`config.mk`:
```
export PLATFORM = sky130hd
export DESIGN_NAME = bus_arbiter_flat
export DESIGN_NICKNAME = d
export VERILOG_FILES = /design/src/rtl/bus_arbiter_pkg.sv /design/src/rtl/bus_arbiter_if.sv /design/src/rtl/bus_arbiter_rr_picker.sv /design/src/rtl/bus_arbiter.sv /design/src/flat_wrapper.sv
export SDC_FILE = /design/constraint.sdc
export NUM_CORES = 1
export LEC_CHECK = 0
export CORE_ASPECT_RATIO = 0.75
export CORE_MARGIN = 10
export CORE_UTILIZATION = 50
export DETAILED_ROUTE_END_ITERATION = 8
export PLACE_DENSITY = 0.69
export SKIP_CTS_REPAIR_TIMING = 1
export SLEW_MARGIN = 20
export SYNTH_ARGS = -nofsm -noshare
export SYNTH_HDL_FRONTEND = slang
export SYNTH_SLANG_ARGS = --single-unit
```
`constraint.sdc`:
```
create_clock -name clk -period 4.16 [get_ports clk]
set_clock_uncertainty 0.05 [all_clocks]
set_input_delay 0.832 -clock clk [delete_from_list [all_inputs] [get_ports clk]]
set_output_delay 0.832 -clock clk [all_outputs]
set_load 0.02 [all_outputs]
```
`src/rtl/bus_arbiter_pkg.sv`:
```
// Shared types and constants for the shared-bus arbiter.
// Latency: none (declarations only).
// Backpressure: not applicable.
package bus_arbiter_pkg;

  // Arbiter state encoding, shared by the top level and the bench.
  typedef enum logic [1:0] {
    ST_IDLE    = 2'd0,
    ST_GRANTED = 2'd1,
    ST_ABORT   = 2'd2
  } arb_state_t;

  // Master index width: sized for the largest supported bus (8 masters).
  localparam int OWNER_W = 3;

  // Watchdog counter width.
  localparam int WD_W = 16;

endpackage : bus_arbiter_pkg

```
`src/rtl/bus_arbiter_if.sv`:
```
// Bundle of request/grant and shared bus-strobe signals seen by the arbiter.
// Latency: none (wires only).
// Backpressure: masters hold req as a level until they are granted.
interface bus_arbiter_if #(
  parameter int N_MASTERS = 4
);
  import bus_arbiter_pkg::*;

  logic [N_MASTERS-1:0] req;
  logic [N_MASTERS-1:0] grant;
  logic                 rd_bus;
  logic                 wr_bus;
  logic                 fc_bus;
  logic                 fc_timeout;
  logic                 err;
  logic [OWNER_W-1:0]   err_master;
  logic                 err_clr;

  // System side: masters, bus strobes and the error-clear pulse.
  modport master (
    output req, rd_bus, wr_bus, fc_bus, err_clr,
    input  grant, fc_timeout, err, err_master
  );

  // Arbiter side.
  modport slave (
    input  req, rd_bus, wr_bus, fc_bus, err_clr,
    output grant, fc_timeout, err, err_master
  );

endinterface : bus_arbiter_if

```
`src/rtl/bus_arbiter_rr_picker.sv`:
```
// Round-robin picker: first requester strictly after last_owner, wrapping.
// Latency: combinational.
// Backpressure: none; found=0 when no request is pending.
module bus_arbiter_rr_picker
  import bus_arbiter_pkg::*;
#(
  parameter int N_MASTERS = 4
) (
  input  logic [N_MASTERS-1:0] i_req,
  input  logic [OWNER_W-1:0]   i_last_owner,
  output logic                 o_found,
  output logic [OWNER_W-1:0]   o_index
);

  // Pass one scans above last_owner, pass two wraps to 0..last_owner.
  always_comb begin
    o_found = 1'b0;
    o_index = '0;
    for (int i = 0; i < N_MASTERS; i++) begin
      if (!o_found && i_req[i] && (i > int'(i_last_owner))) begin
        o_found = 1'b1;
        o_index = OWNER_W'(i);
      end
    end
    for (int i = 0; i < N_MASTERS; i++) begin
      if (!o_found && i_req[i] && (i <= int'(i_last_owner))) begin
        o_found = 1'b1;
        o_index = OWNER_W'(i);
      end
    end
  end

endmodule : bus_arbiter_rr_picker

```
`src/rtl/bus_arbiter.sv`:
```
// Round-robin shared-bus arbiter with transfer watchdog and sticky timeout error.
// Latency: grant one cycle after req sampled; one idle turnaround cycle after each release.
// Backpressure: grant is never revoked while rd/wr is active; stuck transfers are completed via fc_timeout.
module bus_arbiter
  import bus_arbiter_pkg::*;
#(
  parameter int N_MASTERS      = 4,
  parameter int TIMEOUT_CYCLES = 255
) (
  input logic           clk,
  input logic           rst,
  bus_arbiter_if.slave  bus
);

  arb_state_t           r_state;
  arb_state_t           w_state_nxt;
  logic [N_MASTERS-1:0] r_grant;
  logic [N_MASTERS-1:0] w_grant_nxt;
  logic [OWNER_W-1:0]   r_owner;
  logic [OWNER_W-1:0]   w_owner_nxt;
  logic [OWNER_W-1:0]   r_last_owner;
  logic [OWNER_W-1:0]   w_last_owner_nxt;
  logic [WD_W-1:0]      r_wd;
  logic [WD_W-1:0]      w_wd_nxt;
  logic [WD_W-1:0]      w_wd_inc;
  logic                 r_err;
  logic [OWNER_W-1:0]   r_err_master;

  logic                 w_active;
  logic                 w_owner_req;
  logic                 w_expire;
  logic                 w_abort_set;
  logic                 w_pick_found;
  logic [OWNER_W-1:0]   w_pick_idx;

  // Grant is one-hot on the owner, so masking req by it yields req[owner].
  assign w_active    = bus.rd_bus | bus.wr_bus;
  assign w_owner_req = |(bus.req & r_grant);
  assign w_wd_inc    = r_wd + WD_W'(1);
  assign w_expire    = (w_wd_inc == WD_W'(TIMEOUT_CYCLES));

  bus_arbiter_rr_picker #(
    .N_MASTERS (N_MASTERS)
  ) u_rr_picker (
    .i_req        (bus.req),
    .i_last_owner (r_last_owner),
    .o_found      (w_pick_found),
    .o_index      (w_pick_idx)
  );

  // Next-state, grant, ownership and watchdog decisions.
  always_comb begin
    w_state_nxt      = r_state;
    w_grant_nxt      = r_grant;
    w_owner_nxt      = r_owner;
    w_last_owner_nxt = r_last_owner;
    w_abort_set      = 1'b0;
    w_wd_nxt         = '0;
    case (r_state)
      ST_IDLE: begin
        w_grant_nxt = '0;
        if (w_pick_found) begin
          w_grant_nxt = N_MASTERS'(1) << w_pick_idx;
          w_owner_nxt = w_pick_idx;
          w_state_nxt = ST_GRANTED;
        end
      end
      ST_GRANTED: begin
        if (!w_owner_req && !w_active) begin
          w_grant_nxt      = '0;
          w_last_owner_nxt = r_owner;
          w_state_nxt      = ST_IDLE;
        end else if (w_active && !bus.fc_bus) begin
          // Completion on the expiry cycle wins because fc_bus gates this branch.
          if (w_expire) begin
            w_abort_set = 1'b1;
            w_state_nxt = ST_ABORT;
          end else begin
            w_wd_nxt = w_wd_inc;
          end
        end
      end
      ST_ABORT: begin
        // Owner stays granted; release is only evaluated back in GRANTED.
        if (!w_active) begin
          w_state_nxt = ST_GRANTED;
        end
      end
      default: begin
        w_grant_nxt = '0;
        w_state_nxt = ST_IDLE;
      end
    endcase
  end

  // State, grant, ownership and watchdog registers.
  always_ff @(posedge clk or posedge rst) begin
    if (rst) begin
      r_state      <= ST_IDLE;
      r_grant      <= '0;
      r_owner      <= '0;
      r_last_owner <= OWNER_W'(N_MASTERS - 1);
      r_wd         <= '0;
    end else begin
      r_state      <= w_state_nxt;
      r_grant      <= w_grant_nxt;
      r_owner      <= w_owner_nxt;
      r_last_owner <= w_last_owner_nxt;
      r_wd         <= w_wd_nxt;
    end
  end

  // Sticky error flag; a new timeout beats a simultaneous clear.
  always_ff @(posedge clk or posedge rst) begin
    if (rst) begin
      r_err        <= 1'b0;
      r_err_master <= '0;
    end else if (w_abort_set) begin
      r_err        <= 1'b1;
      r_err_master <= r_owner;
    end else if (bus.err_clr) begin
      r_err        <= 1'b0;
    end
  end

  assign bus.grant      = r_grant;
  assign bus.fc_timeout = (r_state == ST_ABORT) && w_active;
  assign bus.err        = r_err;
  assign bus.err_master = r_err_master;

endmodule : bus_arbiter

```
`src/flat_wrapper.sv`:
```
// flat-port wrapper written by rule: the top's interface ports become plain ports
module bus_arbiter_flat import bus_arbiter_pkg::*;
#(
  parameter int N_MASTERS      = 4,
  parameter int TIMEOUT_CYCLES = 255
)
  (clk, rst, bus_req, bus_rd_bus, bus_wr_bus, bus_fc_bus, bus_err_clr, bus_grant, bus_fc_timeout, bus_err, bus_err_master);
  bus_arbiter_if #(.N_MASTERS(N_MASTERS)) bus_i ();
  input logic clk;
  input logic rst;
  input wire logic [$bits(bus_i.req)-1:0] bus_req;
  input wire logic [$bits(bus_i.rd_bus)-1:0] bus_rd_bus;
  input wire logic [$bits(bus_i.wr_bus)-1:0] bus_wr_bus;
  input wire logic [$bits(bus_i.fc_bus)-1:0] bus_fc_bus;
  input wire logic [$bits(bus_i.err_clr)-1:0] bus_err_clr;
  output wire logic [$bits(bus_i.grant)-1:0] bus_grant;
  output wire logic [$bits(bus_i.fc_timeout)-1:0] bus_fc_timeout;
  output wire logic [$bits(bus_i.err)-1:0] bus_err;
  output wire logic [$bits(bus_i.err_master)-1:0] bus_err_master;
  assign bus_i.req = bus_req;
  assign bus_i.rd_bus = bus_rd_bus;
  assign bus_i.wr_bus = bus_wr_bus;
  assign bus_i.fc_bus = bus_fc_bus;
  assign bus_i.err_clr = bus_err_clr;
  assign bus_grant = bus_i.grant;
  assign bus_fc_timeout = bus_i.fc_timeout;
  assign bus_err = bus_i.err;
  assign bus_err_master = bus_i.err_master;
  bus_arbiter #(.N_MASTERS(N_MASTERS), .TIMEOUT_CYCLES(TIMEOUT_CYCLES)) u_core (.clk(clk), .rst(rst), .bus(bus_i));
endmodule
```
=== Word level (Yosys, flattened, before mapping) ===
Cells that the tools add are included.

* Output and inout port bits: 9
* Logic and storage cells: 90
* Register bits: 32
* Input port bits: 10

* Shift-type cells: 1
* Reductions and logical operators: 31
* Equality and inequality tests: 8
* $lt $le $gt $ge: 6
* Add/subtract/negate cells: 1
* Bitwise operators: 3
* Mux-type cells: 33

{| class="wikitable"
|+ Operator list
! kind !! count
|-
| $mux 16 || 4
|-
| $add 16x1->16 const B || 1
|-
| $eq 16x8->1 const B || 1
|-
| $logic_and 1x1->1 || 15
|-
| $mux 3 || 5
|-
| $mux 1 || 14
|-
| $mux 2 || 6
|-
| $pmux 4 s3 || 1
|-
| $logic_not 1->1 || 9
|-
| $mux 4 || 2
|-
| $gt 2x3->1 const A || 2
|-
| $le 2x3->1 const A || 2
|-
| $ne 3x1->1 const B || 2
|-
| $pmux 2 s3 || 1
|-
| $reduce_and 2->1 || 3
|-
| $and 4x4->4 || 1
|-
| $ne 2x2->1 const B || 2
|-
| $reduce_and 4->1 || 1
|-
| $reduce_or 4->1 || 1
|-
| $shl 1x3->4 const A || 1
|-
| $gt 1x3->1 const A || 1
|-
| $le 1x3->1 const A || 1
|-
| $eq 2x1->1 const B || 1
|-
| $eq 2x2->1 const B || 1
|-
| other kinds (5) || 5
|}

=== Depth between registers and ports, before layout ===
* Depth after elaboration: 29
* Depth in mapped cells: 8
* Gate-level depth less buffers: 7

=== By module ===
Synthesis repeated with hierarchy kept, for this count alone.

* Cell total of the unflattened synthesis: 195
* Area total of the unflattened synthesis: 1918.1 um2

{| class="wikitable"
|+ Modules (own cells, without submodules)
! module !! area each (um2) !! cells each !! instances
|-
| bus_arbiter || 1779.2 || 173 || 1
|-
| bus_arbiter_rr_picker || 138.9 || 22 || 1
|}

=== Worst setup path before layout ===
OpenSTA, ideal clock, no wires.

* Path type: reg2reg
* Start: register u_core.r_wd[2]
* End: register u_core.r_err_master[0] (netlist: u_core.bus.err_master[0])
* Cell stages (with the launch flop): 8
* Library setup time: 0.128 ns
* Path slack: 1.986 ns
* Arrival time: 1.997 ns
* Path buffers: 1
* Path through: dfrtp_1 > buf_4 > nand4_4 > nor4_4 > mux2_4 > o32ai_2 > nand4_1 > mux2_1

* Word-level cells in the longest chain between the ends: 6

{| class="wikitable"
|+ RTL lines
! item !! line !! RTL
|-
| start: declaration || bus_arbiter.sv:23 || <nowiki>logic [WD_W-1:0] r_wd;</nowiki>
|-
| start signal: assignment || bus_arbiter.sv:109 || <nowiki>r_wd <= w_wd_nxt;</nowiki>
|-
| $add 16x1->16 || bus_arbiter.sv:39 || <nowiki>assign w_wd_inc = r_wd + WD_W'(1);</nowiki>
|-
| $eq 16x8->1 || bus_arbiter.sv:40 || <nowiki>assign w_expire = (w_wd_inc == WD_W'(TIMEOUT_CYCLES));</nowiki>
|-
| $mux 1 || bus_arbiter.sv:75 || <nowiki>if (w_expire) begin</nowiki>
|-
| $mux 1 || bus_arbiter.sv:73 || <nowiki>end else if (w_active && !bus.fc_bus) begin</nowiki>
|-
| $mux 1 || bus_arbiter.sv:69 || <nowiki>if (!w_owner_req && !w_active) begin</nowiki>
|-
| $mux 1 || bus_arbiter.sv:59 || <nowiki>case (r_state)</nowiki>
|-
| end signal: assignment || bus_arbiter.sv:120 || <nowiki>r_err_master <= r_owner;</nowiki>
|-
| end: declaration || bus_arbiter.sv:27 || <nowiki>logic [OWNER_W-1:0] r_err_master;</nowiki>
|}

Every way passes these cells.
A chain may end at the register's enable or synchronous reset.

=== Worst setup path in the final report ===
* Start: input bus_wr_bus
* End: output bus_fc_timeout

* Word-level cells in the longest chain between the ends: 2

{| class="wikitable"
|+ RTL lines
! item !! line !! RTL
|-
| start: declaration || flat_wrapper.sv:13 || <nowiki>input wire logic [$bits(bus_i.wr_bus)-1:0] bus_wr_bus;</nowiki>
|-
| $or 1x1->1 || bus_arbiter.sv:37 || <nowiki>assign w_active = bus.rd_bus | bus.wr_bus;</nowiki>
|-
| $logic_and 1x1->1 || bus_arbiter.sv:127 || <nowiki>assign bus.fc_timeout = (r_state == ST_ABORT) && w_active;</nowiki>
|-
| end: declaration || flat_wrapper.sv:17 || <nowiki>output wire logic [$bits(bus_i.fc_timeout)-1:0] bus_fc_timeout;</nowiki>
|}

Every way passes these cells.

==> out/metrics.cfg <==
[sta]
finalMaxSlewViolations = 0
max_clock_freq_mhz = 334
post-route-min-period_ns = 2.99
finalSetupTns_ns = 0
tightest_slew_ns = 0.730
rsz0062_at_grt = no
finalCritPeriodShare_pct = 71.9
hold_viol_final = 0
max_slew_margin_pct = 51.2
setup_viol = 0

[cts]
numCtsBuffers = 5
worstSkewPairLatency_ns = 0.28
cts_tree = done
cts.htree.levels = 2
clkSinkCount = 29
cts_root_buffer = clkbuf_8
clk_path_buf_depth = 2
path_clk_slew_ns = 0.06

[synth]
synth_cells = 167
synth_area_leaders = dfrtp_1 (41%), nor2_1 (5.6%), xnor2_1 (5.3%)
syn_area_mm2 = 0.00167
synth-seq-cells = 29
postSynthAreaPerCell_um2 = 9.97
ys_types = 42
yosysTopAreaCell = dfrtp_1
yosysWarnings = 0
synth_top_area_share_pct = 40.6
syn-num-nets = 179
synth_seq_area_share_pct = 43.7

[placed_design]
hpwl_mm = 2.60
globalplace.congestion = 0.888
dp.cells = 219
io_buffers = 17

[worst_setup_path]
arrival_ns = 2.11
crit_chain = clkdlybuf4s50_1, nor2_1, nor2_1, clkdlybuf4s50_1
crit_buf_inv = 2
required_ns = 3.28
crit_slowest_cell = clkdlybuf4s50_1
path_max_fanout = 4
path_class = in -> out
max_stage_delay_ns = 0.61
endpoint_kind = output pin
critPathLaunchType = primary input
critPathTopFamily = buffers and inverters

[final_layout]
syn_to_final_growth_pct = 16.8
nets = 198
drive_above_1_share_pct = 16.0
diodes = 0
finalNonFillerCells = 227
multi_input_area_um2 = 862
fillers = 277
seq_area_um2 = 728

[drt]
num_vias = 1271
drt_iter0_drc = 111
drt_wl_total_mm = 3.46
drt-vias-per-instance = 5.60
avgRoutedWirePerCell_um = 15.3
drc_errors = 0
ant_nets = 0
firstDrtPassIters = 4

[power_and_ir_drop]
powerDensity_mw_per_mm2 = 451
total_power_mw = 0.878
vdd_drop_max_mv = 0.271
leakage_nw = 0.823

[global_route]
antenna_found_initial = 0
grt_first_pass_wirelength_mm = 6.11
grt.total_usage_pct = 12.4
grt_max_degree = 30
grt_overflow = 0
grt_pass1_vias = 1295

[floorplan]
row_count = 18
die_y_um = 70.0
num_io_pins = 19
core_mm2 = 0.00324
die_x_um = 86.6
initial_core_util_pct = 51.4
die_area_mm2 = 0.00606

[worst_hold_path]
hold_class = reg -> reg

[flow_run]
maxCapViolCount = 0

[outcome]
outcome = complete, no violations

report_power, final:
group          internal (mW)  switching [mW]  leakage [nW]  total [mW]
Combinational          0.106           0.133         0.383       0.239
Sequential             0.336          0.0466         0.386       0.383
Clock                  0.149           0.107        0.0542       0.256
Total                  0.591           0.287         0.823       0.878
state kept, by name (all words and copies together) (netlist names):
signal / count
u_core.r_owner: 2
u_core.r_state: 2
u_core.bus.err: 1
u_core.r_last_owner: 2
u_core.r_wd: 16
u_core.bus.err_master: 2
u_core.bus.grant: 4
Yosys cell counts (all sizes together):
cell / number
o21ai: 9
nor2: 25
nand3: 9
o32ai: 1
nand2: 15
xor2: 5
ha: 2
conb: 1
o211ai: 1
xnor2: 10
clkbuf: 1
nand4: 5
o221ai: 1
a211o: 1
a2bb2o: 1
buf: 4
a211oi: 1
and4: 3
nor2b: 1
or3: 1
nor4: 2
mux2i: 1
o31ai: 1
nor3b: 2
or3b: 1
dfrtp: 27
nor3: 12
nand2b: 3
dfstp: 2
a22oi: 1
mux2: 6
a22o: 2
inv: 9
a31oi: 1
logic make-up (layout without fill, tap and decap cells):
kind of cell / count (synthesis) / in the layout / share of synthesized area [%]
AOI/OAI and AO/OA: 20 / 20 / 8.57
xor gates and xnor gates: 15 / 15 / 7.89
adders and majority gates: 2 / 2 / 1.50
buffers and inverters: 14 / 34 / 4.51
DFF: 29 / 29 / 43.7
muxes: 7 / 7 / 4.88
other: 1 / 1 / 0.225
and+or+nand+nor: 79 / 79 / 28.7
through the flow:
| step | hold slack (ns) | area (µm²) | setup slack (ns) | util [%] |
|---|---|---|---|---|
| after CTS | 0.467 | 1950 | 1.16 | 60.0 |
| after floorplan | 0.406 | 1670 | 1.99 | - |
| after detailed placement | 0.452 | 1840 | 1.17 | 56.9 |
| after global placement | 0.424 | 1840 | 1.18 | 56.9 |
| final | 0.458 | 1950 | 1.17 | 60.0 |
| after global routing | 0.484 | 1950 | 1.11 | 60.0 |
layout by cell type (no fill, tap or decap), types with 2 or more instances in the layout:
master | netlist | layout
xor2_1 | 5 | 5
xnor2_1 | 10 | 10
inv_1 | 9 | 8
dfrtp_1 | 27 | 27
nand3_1 | 8 | 8
nor4_4 | 2 | 2
mux2_1 | 2 | 2
nor3_1 | 5 | 5
nor3_2 | 7 | 7
clkdlybuf4s50_1 | 0 | 17
ha_1 | 2 | 2
o21ai_1 | 3 | 3
mux2_2 | 3 | 3
nor2_1 | 25 | 25
nand2_1 | 14 | 14
nand4_1 | 4 | 4
and4_1 | 3 | 3
a22o_1 | 2 | 2
nor3b_2 | 2 | 2
o21ai_0 | 6 | 6
nand2b_1 | 3 | 3
dfstp_2 | 2 | 2
clkbuf_8 | 0 | 7
layout make-up:
class,instances,share of cell area [%]
clock buffers,7,4.95
clock inverters,1,0.257
inverters,9,1.74
multi-input cells,124,44.3
flip-flops and latches,29,37.4
well taps,40,2.57
repair buffers,17,8.75
path summary, 6_finish.rpt:
check / to / cells past startpoint / start / slack, ns
worst max-delay path: bus_fc_timeout / 4 / bus_wr_bus / 1.17
worst min-delay path: u_core.bus.err_master[1] / 1 / u_core.bus.err_master[1] / 0.46
worst max register to register: u_core.r_state[0] / 6 / u_core.r_wd[2] / 1.62
worst min register to register: u_core.bus.err_master[1] / 1 / u_core.bus.err_master[1] / 0.46
max in group asynchronous: u_core.r_wd[10] / 2 / rst / 2.78
min in group asynchronous: u_core.bus.err / 2 / rst / 0.89
metal layers:
layer / share of wire [%] / wire length (µm) / track usage, % / up-vias
li1: - / - / - / 616
met1: 47 / 1640 / 16.6 / 616
met2: 46 / 1580 / 18.3 / 32
met3: 5.8 / 200 / 3.59 / 7
met4: 1.3 / 44 / 4.31 / 0
met5: 0 / 0 / 0 / -
Power figures use the tool's default switching activity.
